`src/rtl/pipeline_ctrl_pkg.sv`:
```
// Shared definitions for the pipeline hazard/stall controller.
package pipeline_ctrl_pkg;

    // Register-file index width (x0..x31)
    localparam int REG_W         = 5;
    // Width of the internal memory-wait counter
    localparam int INTERNAL_BITS = 16;

    typedef logic [REG_W-1:0] reg_idx_t;

    typedef enum logic {
        RUN      = 1'b0,
        MEM_WAIT = 1'b1
    } state_t;

endpackage

```
`src/rtl/pipeline_ctrl_if.sv`:
```
// Pipeline control bundle: hazard inputs from the datapath, enables/flushes back.
interface pipeline_ctrl_if #(parameter int CNT_W = 16);
    import pipeline_ctrl_pkg::*;

    reg_idx_t           id_rs1;
    reg_idx_t           id_rs2;
    logic               ex_mem_read;
    reg_idx_t           ex_rd;
    logic               mem_branch_taken;
    logic               mem_access;
    logic               dm_ready;
    logic               pc_en;
    logic               ifid_en;
    logic               ifid_flush;
    logic               idex_flush;
    logic               exmem_en;
    logic               exmem_flush;
    logic               memwb_flush;
    logic [CNT_W-1:0]   stall_cnt;
    logic               dm_err;

    // Datapath side: supplies hazard information, consumes control
    modport master (
        output id_rs1, id_rs2, ex_mem_read, ex_rd, mem_branch_taken, mem_access, dm_ready,
        input  pc_en, ifid_en, ifid_flush, idex_flush, exmem_en, exmem_flush, memwb_flush,
        input  stall_cnt, dm_err
    );

    // Controller side
    modport slave (
        input  id_rs1, id_rs2, ex_mem_read, ex_rd, mem_branch_taken, mem_access, dm_ready,
        output pc_en, ifid_en, ifid_flush, idex_flush, exmem_en, exmem_flush, memwb_flush,
        output stall_cnt, dm_err
    );

endinterface

```
`src/rtl/pipeline_ctrl_hazard.sv`:
```
// Load-use comparator: load in EX whose destination feeds the instruction in ID.
module hazard_detect
    import pipeline_ctrl_pkg::*;
(
    input  logic     i_mem_read,
    input  reg_idx_t i_ex_rd,
    input  reg_idx_t i_rs1,
    input  reg_idx_t i_rs2,
    output logic     o_stall
);

    // x0 is hardwired zero, so a load targeting it never creates a dependency
    assign o_stall = i_mem_read && (i_ex_rd != '0) &&
                     ((i_ex_rd == i_rs1) || (i_ex_rd == i_rs2));

endmodule

```
`src/rtl/pipeline_ctrl.sv`:
```
// Pipeline controller: memory-wait freeze, branch flush, load-use stall.
module pipeline_ctrl
    import pipeline_ctrl_pkg::*;
#(
    parameter int TIMEOUT = 64,
    parameter int CNT_W   = 16
) (
    input  logic             clk,
    input  logic             rst_n,
    pipeline_ctrl_if.slave   bus
);

    localparam logic [INTERNAL_BITS-1:0] LP_WAIT_LAST = INTERNAL_BITS'(TIMEOUT - 1);

    state_t                   r_state;
    state_t                   w_next;
    logic [INTERNAL_BITS-1:0] r_wait_cnt;
    logic [CNT_W-1:0]         r_stall_cnt;
    logic                     r_dm_err;
    logic                     r_br_pend;

    logic w_load_use, w_wait_start, w_wait_last, w_done, w_timeout;
    logic w_pc_en, w_ifid_en, w_exmem_en;
    logic w_ifid_flush, w_idex_flush, w_exmem_flush, w_memwb_flush;

    hazard_detect u_hazard (
        .i_mem_read (bus.ex_mem_read),
        .i_ex_rd    (bus.ex_rd),
        .i_rs1      (bus.id_rs1),
        .i_rs2      (bus.id_rs2),
        .o_stall    (w_load_use)
    );

    assign w_wait_start = (r_state == RUN) && bus.mem_access && !bus.dm_ready;
    assign w_wait_last  = (r_wait_cnt == LP_WAIT_LAST);
    // Completion is either the ready strobe or the abort on the last allowed cycle
    assign w_done       = (r_state == MEM_WAIT) && (bus.dm_ready || w_wait_last);
    assign w_timeout    = (r_state == MEM_WAIT) && !bus.dm_ready && w_wait_last;

    // Next state and control outputs; priority is memory wait > branch > load-use
    always_comb begin
        w_next        = r_state;
        w_pc_en       = 1'b1;
        w_ifid_en     = 1'b1;
        w_exmem_en    = 1'b1;
        w_ifid_flush  = 1'b0;
        w_idex_flush  = 1'b0;
        w_exmem_flush = 1'b0;
        w_memwb_flush = 1'b0;
        if (!rst_n) begin
            w_next        = RUN;
            w_pc_en       = 1'b0;
            w_ifid_en     = 1'b0;
            w_exmem_en    = 1'b0;
            w_ifid_flush  = 1'b1;
            w_idex_flush  = 1'b1;
            w_exmem_flush = 1'b1;
            w_memwb_flush = 1'b1;
        end else begin
            case (r_state)
                RUN: begin
                    if (w_wait_start) begin
                        w_next        = MEM_WAIT;
                        w_pc_en       = 1'b0;
                        w_ifid_en     = 1'b0;
                        w_exmem_en    = 1'b0;
                        w_memwb_flush = 1'b1;
                    end else if (bus.mem_branch_taken) begin
                        w_ifid_flush  = 1'b1;
                        w_idex_flush  = 1'b1;
                        w_exmem_flush = 1'b1;
                    end else if (w_load_use) begin
                        w_pc_en       = 1'b0;
                        w_ifid_en     = 1'b0;
                        w_idex_flush  = 1'b1;
                    end
                end
                MEM_WAIT: begin
                    if (w_done) begin
                        w_next = RUN;
                        // A branch that arrived during the wait takes effect now
                        if (bus.mem_branch_taken || r_br_pend) begin
                            w_ifid_flush  = 1'b1;
                            w_idex_flush  = 1'b1;
                            w_exmem_flush = 1'b1;
                        end
                    end else begin
                        w_pc_en       = 1'b0;
                        w_ifid_en     = 1'b0;
                        w_exmem_en    = 1'b0;
                        w_memwb_flush = 1'b1;
                    end
                end
                default: w_next = RUN;
            endcase
        end
    end

    // State, wait counter, stall statistics, sticky error and deferred branch
    always_ff @(posedge clk) begin
        if (!rst_n) begin
            r_state     <= RUN;
            r_wait_cnt  <= '0;
            r_stall_cnt <= '0;
            r_dm_err    <= 1'b0;
            r_br_pend   <= 1'b0;
        end else begin
            r_state <= w_next;
            if (w_wait_start)
                r_wait_cnt <= '0;
            else if (r_state == MEM_WAIT)
                r_wait_cnt <= r_wait_cnt + 1'b1;
            if (!w_pc_en && (r_stall_cnt != '1))
                r_stall_cnt <= r_stall_cnt + 1'b1;
            if (w_timeout)
                r_dm_err <= 1'b1;
            if (w_done)
                r_br_pend <= 1'b0;
            else if ((w_wait_start || (r_state == MEM_WAIT)) && bus.mem_branch_taken)
                r_br_pend <= 1'b1;
        end
    end

    assign bus.pc_en       = w_pc_en;
    assign bus.ifid_en     = w_ifid_en;
    assign bus.exmem_en    = w_exmem_en;
    assign bus.ifid_flush  = w_ifid_flush;
    assign bus.idex_flush  = w_idex_flush;
    assign bus.exmem_flush = w_exmem_flush;
    assign bus.memwb_flush = w_memwb_flush;
    assign bus.stall_cnt   = r_stall_cnt;
    assign bus.dm_err      = r_dm_err;

endmodule

```
`src/flat_wrapper.sv`:
```
// flat-port wrapper written by rule: the top's interface ports become plain ports
module pipeline_ctrl_flat import pipeline_ctrl_pkg::*;
#(
    parameter int TIMEOUT = 64,
    parameter int CNT_W   = 16
)
  (clk, rst_n, bus_id_rs1, bus_id_rs2, bus_ex_mem_read, bus_ex_rd, bus_mem_branch_taken, bus_mem_access, bus_dm_ready, bus_pc_en, bus_ifid_en, bus_ifid_flush, bus_idex_flush, bus_exmem_en, bus_exmem_flush, bus_memwb_flush, bus_stall_cnt, bus_dm_err);
  pipeline_ctrl_if #(.CNT_W(CNT_W)) bus_i ();
  input  logic clk;
  input  logic rst_n;
  input wire logic [$bits(bus_i.id_rs1)-1:0] bus_id_rs1;
  input wire logic [$bits(bus_i.id_rs2)-1:0] bus_id_rs2;
  input wire logic [$bits(bus_i.ex_mem_read)-1:0] bus_ex_mem_read;
  input wire logic [$bits(bus_i.ex_rd)-1:0] bus_ex_rd;
  input wire logic [$bits(bus_i.mem_branch_taken)-1:0] bus_mem_branch_taken;
  input wire logic [$bits(bus_i.mem_access)-1:0] bus_mem_access;
  input wire logic [$bits(bus_i.dm_ready)-1:0] bus_dm_ready;
  output wire logic [$bits(bus_i.pc_en)-1:0] bus_pc_en;
  output wire logic [$bits(bus_i.ifid_en)-1:0] bus_ifid_en;
  output wire logic [$bits(bus_i.ifid_flush)-1:0] bus_ifid_flush;
  output wire logic [$bits(bus_i.idex_flush)-1:0] bus_idex_flush;
  output wire logic [$bits(bus_i.exmem_en)-1:0] bus_exmem_en;
  output wire logic [$bits(bus_i.exmem_flush)-1:0] bus_exmem_flush;
  output wire logic [$bits(bus_i.memwb_flush)-1:0] bus_memwb_flush;
  output wire logic [$bits(bus_i.stall_cnt)-1:0] bus_stall_cnt;
  output wire logic [$bits(bus_i.dm_err)-1:0] bus_dm_err;
  assign bus_i.id_rs1 = bus_id_rs1;
  assign bus_i.id_rs2 = bus_id_rs2;
  assign bus_i.ex_mem_read = bus_ex_mem_read;
  assign bus_i.ex_rd = bus_ex_rd;
  assign bus_i.mem_branch_taken = bus_mem_branch_taken;
  assign bus_i.mem_access = bus_mem_access;
  assign bus_i.dm_ready = bus_dm_ready;
  assign bus_pc_en = bus_i.pc_en;
  assign bus_ifid_en = bus_i.ifid_en;
  assign bus_ifid_flush = bus_i.ifid_flush;
  assign bus_idex_flush = bus_i.idex_flush;
  assign bus_exmem_en = bus_i.exmem_en;
  assign bus_exmem_flush = bus_i.exmem_flush;
  assign bus_memwb_flush = bus_i.memwb_flush;
  assign bus_stall_cnt = bus_i.stall_cnt;
  assign bus_dm_err = bus_i.dm_err;
  pipeline_ctrl #(.TIMEOUT(TIMEOUT), .CNT_W(CNT_W)) u_core (.clk(clk), .rst_n(rst_n), .bus(bus_i));
endmodule
```
`config.mk`:
```
export PLATFORM = sky130hd
export DESIGN_NAME = pipeline_ctrl_flat
export DESIGN_NICKNAME = d
export VERILOG_FILES = /design/src/rtl/pipeline_ctrl_pkg.sv /design/src/rtl/pipeline_ctrl_if.sv /design/src/rtl/pipeline_ctrl_hazard.sv /design/src/rtl/pipeline_ctrl.sv /design/src/flat_wrapper.sv
export SDC_FILE = /design/constraint.sdc
export NUM_CORES = 1
export LEC_CHECK = 0
export ABC_AREA = 1
export BUFFER_PORTS_ARGS = -buffer_cell sky130_fd_sc_hd__buf_2
export CAP_MARGIN = 20
export CORE_UTILIZATION = 55
export DETAILED_ROUTE_END_ITERATION = 16
export PLACE_DENSITY = 0.76
export SETUP_SLACK_MARGIN = 0.3
export SYNTH_ARGS = -nofsm -noshare
export SYNTH_HDL_FRONTEND = slang
export SYNTH_SLANG_ARGS = --single-unit
```
`constraint.sdc`:
```
create_clock -name clk -period 2 [get_ports clk]
set_input_delay 0.4 -clock clk [delete_from_list [all_inputs] [get_ports clk]]
set_output_delay 0.4 -clock clk [all_outputs]
set_load 0.1 [all_outputs]
```
==> summary.md <==
| Metric | Value |
|---|---|
| Initial DRC count | `149` |
| Synth Flop Type | `dfxtp_1` |
| Most frequent cells in the layout | `nand2_1 (48), inv_1 (38), buf_2 (37)` |
| P_sw | `608 uW` |
| Synth cell types | `31` |
| CP cell instances | `nand2_2, inv_2, nand3_2, nor3_2, nand2_2, nand2_2, nor2_4, o21ai_4, o21bai_4, buf_12` |
| Port Buffers | `between 40 and 50` |
| CTS buffer count | `5` |
| Hold crit path type | `input pin to flop` |
| Switching Share | `33.6%` |
| Hold path startpoint | `bus_dm_ready` |
| Max Cap Viol | `0` |
| Adder-cell share of the synthesized area | `1.15%` |
| Clk_lat worst skew | `0.29 ns` |
| Hold_buf cts | `0` |
| Met1 Routed Length | `2540 um` |
| Logic pwr share | `roughly 28%` |
| R2r setup slk | `0.02 ns` |
| Vias in the first global route | `1924` |
| Slowest stage delay, CP | `around 0.34 ns` |
| Htree depth | `2` |
| Starting density of the core | `58.3%` |
| Post-synthesis simple-gate area fraction | `35.8%` |
| Chip width | `65.0 um` |
| Nets | `396` |
| Worst-Margin Slew | `between 0.7 and 0.8 ns` |
| Clock slew at reported path FFs | `0.07 ns` |
| Hold Path End | `u_core.bus.dm_err` |
| FP Rows | `22` |
| Metal2 WL | `3190 um` |
| Post-Syn Instances | `307` |
| FF-to-FF path depth | `11` |
| CP max FO | `3` |
| Sink Count | `35` |
| Static Leakage | `1.39 nW` |
| Total vias in the final route | `2239` |
| Slew Limit Fails | `0` |
| Slew HR | `49.5%` |
| Arr. time, crit path | `1.75 ns` |
| Sequential share of the synthesized area | `between 30% and 40%` |
| Synth Area in Compound Gates | `between 10% and 20%` |
| Post-Synth XOR/XNOR Area | `just under 7%` |
| Crit path max-delay cell type | `dfxtp_2` |
| N_diodes | `0` |
| Worst R2R End | `u_core.bus.stall_cnt[14]` |
| Post-DR wirelength/cell | `14.7 um` |
| Chip Height | `approximately 65 um` |
| Final routed DRC violation total | `0` |
| Outcome | `finished, violations left` |
| Syn nets | `330` |
| Synthesized flop and latch total | `35` |
| CP Launch Type | `flop` |
| CP Class | `flop to output port` |
| Req. time, crit path | `between 1.5 and 2 ns` |
| Share of cells above drive strength 1 | `around 45%` |
| Asr flop ratio synth | `0%` |
| Pint | `1.20 mW` |
| Clock Skew | `0.00660 ns` |
| Vias/cell | `5.31` |
| Largest net degree at the start of global routing | `17` |
| Worst VDD drop | `0.000509 V` |
| Detailed placer's ending HPWL | `~3500 um` |
| Largest family of logic cells by synthesized area | `simple AND/OR/NAND/NOR gates` |
| Hold Path Stages | `3` |
| Pwr dens | `590 mW/mm2` |
| Crit-path most repeated cell | `nand2_2` |
| Mux cell area share after synthesis | `0%` |
| First-pass DRT Iterations | `5` |
| Global-route wire length before repair | `8250 um` |
| Core ar. | `0.00374 mm2` |
| Routed WL | `6220 um` |
| CP Capture Type | `output port` |
| Yosys warns | `0` |
| Routability-driven placement congestion ratio | `0.812` |
| Hold Vio Cnt, Final | `0` |
| Total track usage | `~25%` |
| Failing checks | `negative setup slack` |
| Minimum clock period | `2.15 ns` |
| Max Fclk | `465 MHz` |
| Synthesized area | `0.00218 mm2` |
| Leading cell type in the layout, fill and taps excluded | `nand2_1` |
| Final setup fails | `6` |
| Initial antenna violation count | `0` |
| Worst Hold Slack | `approximately 0.46 ns` |
| Clk pwr share | `32.3%` |
| Die Footprint | `0.00422 mm2` |
| Reg2reg start | `u_core.bus.stall_cnt[3]` |
| CTS tree | `built` |
| # fillers | `231` |
| GRT overflow | `0` |
| ANT nets after route | `0` |
| Post-synth EDFFs | `0` |
| Period utilisation layout | `108%` |
| Uppermost layer routed | `met4` |
| Synth-to-layout area growth | `40.5%` |
| Unrepaired setup endpoints after global routing | `yes` |
| Root buffer cell | `clkbuf_8` |
| Sequential Power Share | `between 30% and 40%` |
| Worst Slack Setup Final | `-0.152 ns` |
| Post-Syn Area per Cell | `7.11 um2` |
| CTS max path bufs | `2` |
| I/O pins | `45` |
| WL met3 | `406 um` |
| Setup tns final | `-0.693 ns` |
layout make-up:
cell class	count	area [um2]	share of cell area (%)
inverter	46	185	6.04
sequential	35	757	24.7
multi-input combinational	219	1420	46.1
timing repair buffer	66	549	17.9
tap	48	60.1	1.96
clock buffer	8	100	3.26
power groups by stage:
stage                     sequential, mW  combinational [mW]  clock (mW)
after floorplan                    0.769               0.278           0
after global placement             0.731               0.408           0
after detailed placement           0.732               0.416           0
after CTS                          0.715               0.435       0.587
after global routing               0.720               0.534       0.611
final                              0.719               0.507       0.584
state kept, by name (all words and copies together) (netlist names):
| register | cells |
|---|---|
| u_core.r_state | 1 |
| u_core.r_wait_cnt | 16 |
| u_core.r_br_pend | 1 |
| u_core.bus.stall_cnt | 16 |
| u_core.bus.dm_err | 1 |
layer usage:
metal  vias to the layer above  global-route usage (%)
li1                       1108                       -
met1                      1038                    29.2
met2                        81                    45.7
met3                        12                    5.46
met4                         0                    7.78
met5                         -                       0
worst max path at each step:
stage | start | to | cells past startpoint
2_1_floorplan | bus_dm_ready | bus_pc_en | 9
3_3_place_gp | bus_dm_ready | bus_ifid_en | 9
3_5_place_dp | bus_ex_rd[1] | bus_pc_en | 13
4_1_cts | u_core.r_wait_cnt[3] | bus_idex_flush | 10
5_1_grt | u_core.r_wait_cnt[4] | bus_idex_flush | 10
6_report | u_core.r_wait_cnt[3] | bus_idex_flush | 10
metrics by stage:
step / util [%] / std cells / setup slack (ns) / power (mW) / instance area, um2
after detailed placement: 70.3 / 395 / -0.00915 / 1.15 / 2630
after floorplan: - / 307 / -0.403 / 1.05 / 2330
after global routing: 81.9 / 422 / -0.248 / 1.86 / 3070
final: 81.9 / 422 / -0.152 / 1.81 / 3070
after CTS: 75.6 / 412 / -0.153 / 1.74 / 2830
after global placement: 70.3 / 395 / 0.0685 / 1.14 / 2630
worst max-delay path, delay by kind of cell, from the launching register on:
| family | cells | cell delay, ns |
|---|---|---|
| and+or+nand+nor | 6 | 0.54 |
| buffers and inverters | 2 | 0.25 |
| DFF | 1 | 0.34 |
| AOI/OAI and AO/OA | 2 | 0.31 |
synthesized netlist by cell type (2+ instances only):
master     n  area [um2]
nand2_8    2        40.0
nand2_2   13        81.3
dfxtp_1   35         701
nor2_4     3        33.8
a21oi_2   10        87.6
nor2_1    31         116
buf_4      2        15.0
o21ai_0   11        55.1
inv_1     42         158
nor2_2     3        18.8
a21oi_1   18        90.1
xnor2_1   11        96.3
o21a_1     2        15.0
buf_6      3        33.8
nand3_2    2        20.0
nand2_1   58         218
nor3_1     8        40.0
clkbuf_8   2        27.5
nand2_4    2        22.5
nand4_1    5        31.3
inv_2      3        11.3
ha_1       2        25.0
nand3_1   26         130
xor2_1     6        52.6
what timing repair did:
item | in CTS | in global routing
endpoints found under the setup margin | 21 | 26
pin swaps | 8 | 4
resized for setup | 14 | 29
buffers inserted | 9 | 7
gates cloned | 0 | 3
kinds of logic after synthesis:
logic type	Yosys count
adders and majority gates	2
AOI/OAI and AO/OA	42
and+or+nand+nor	157
xor gates and xnor gates	17
buffers and inverters	54
DFF	35
No activity file was read; power rests on OpenSTA's default activity.
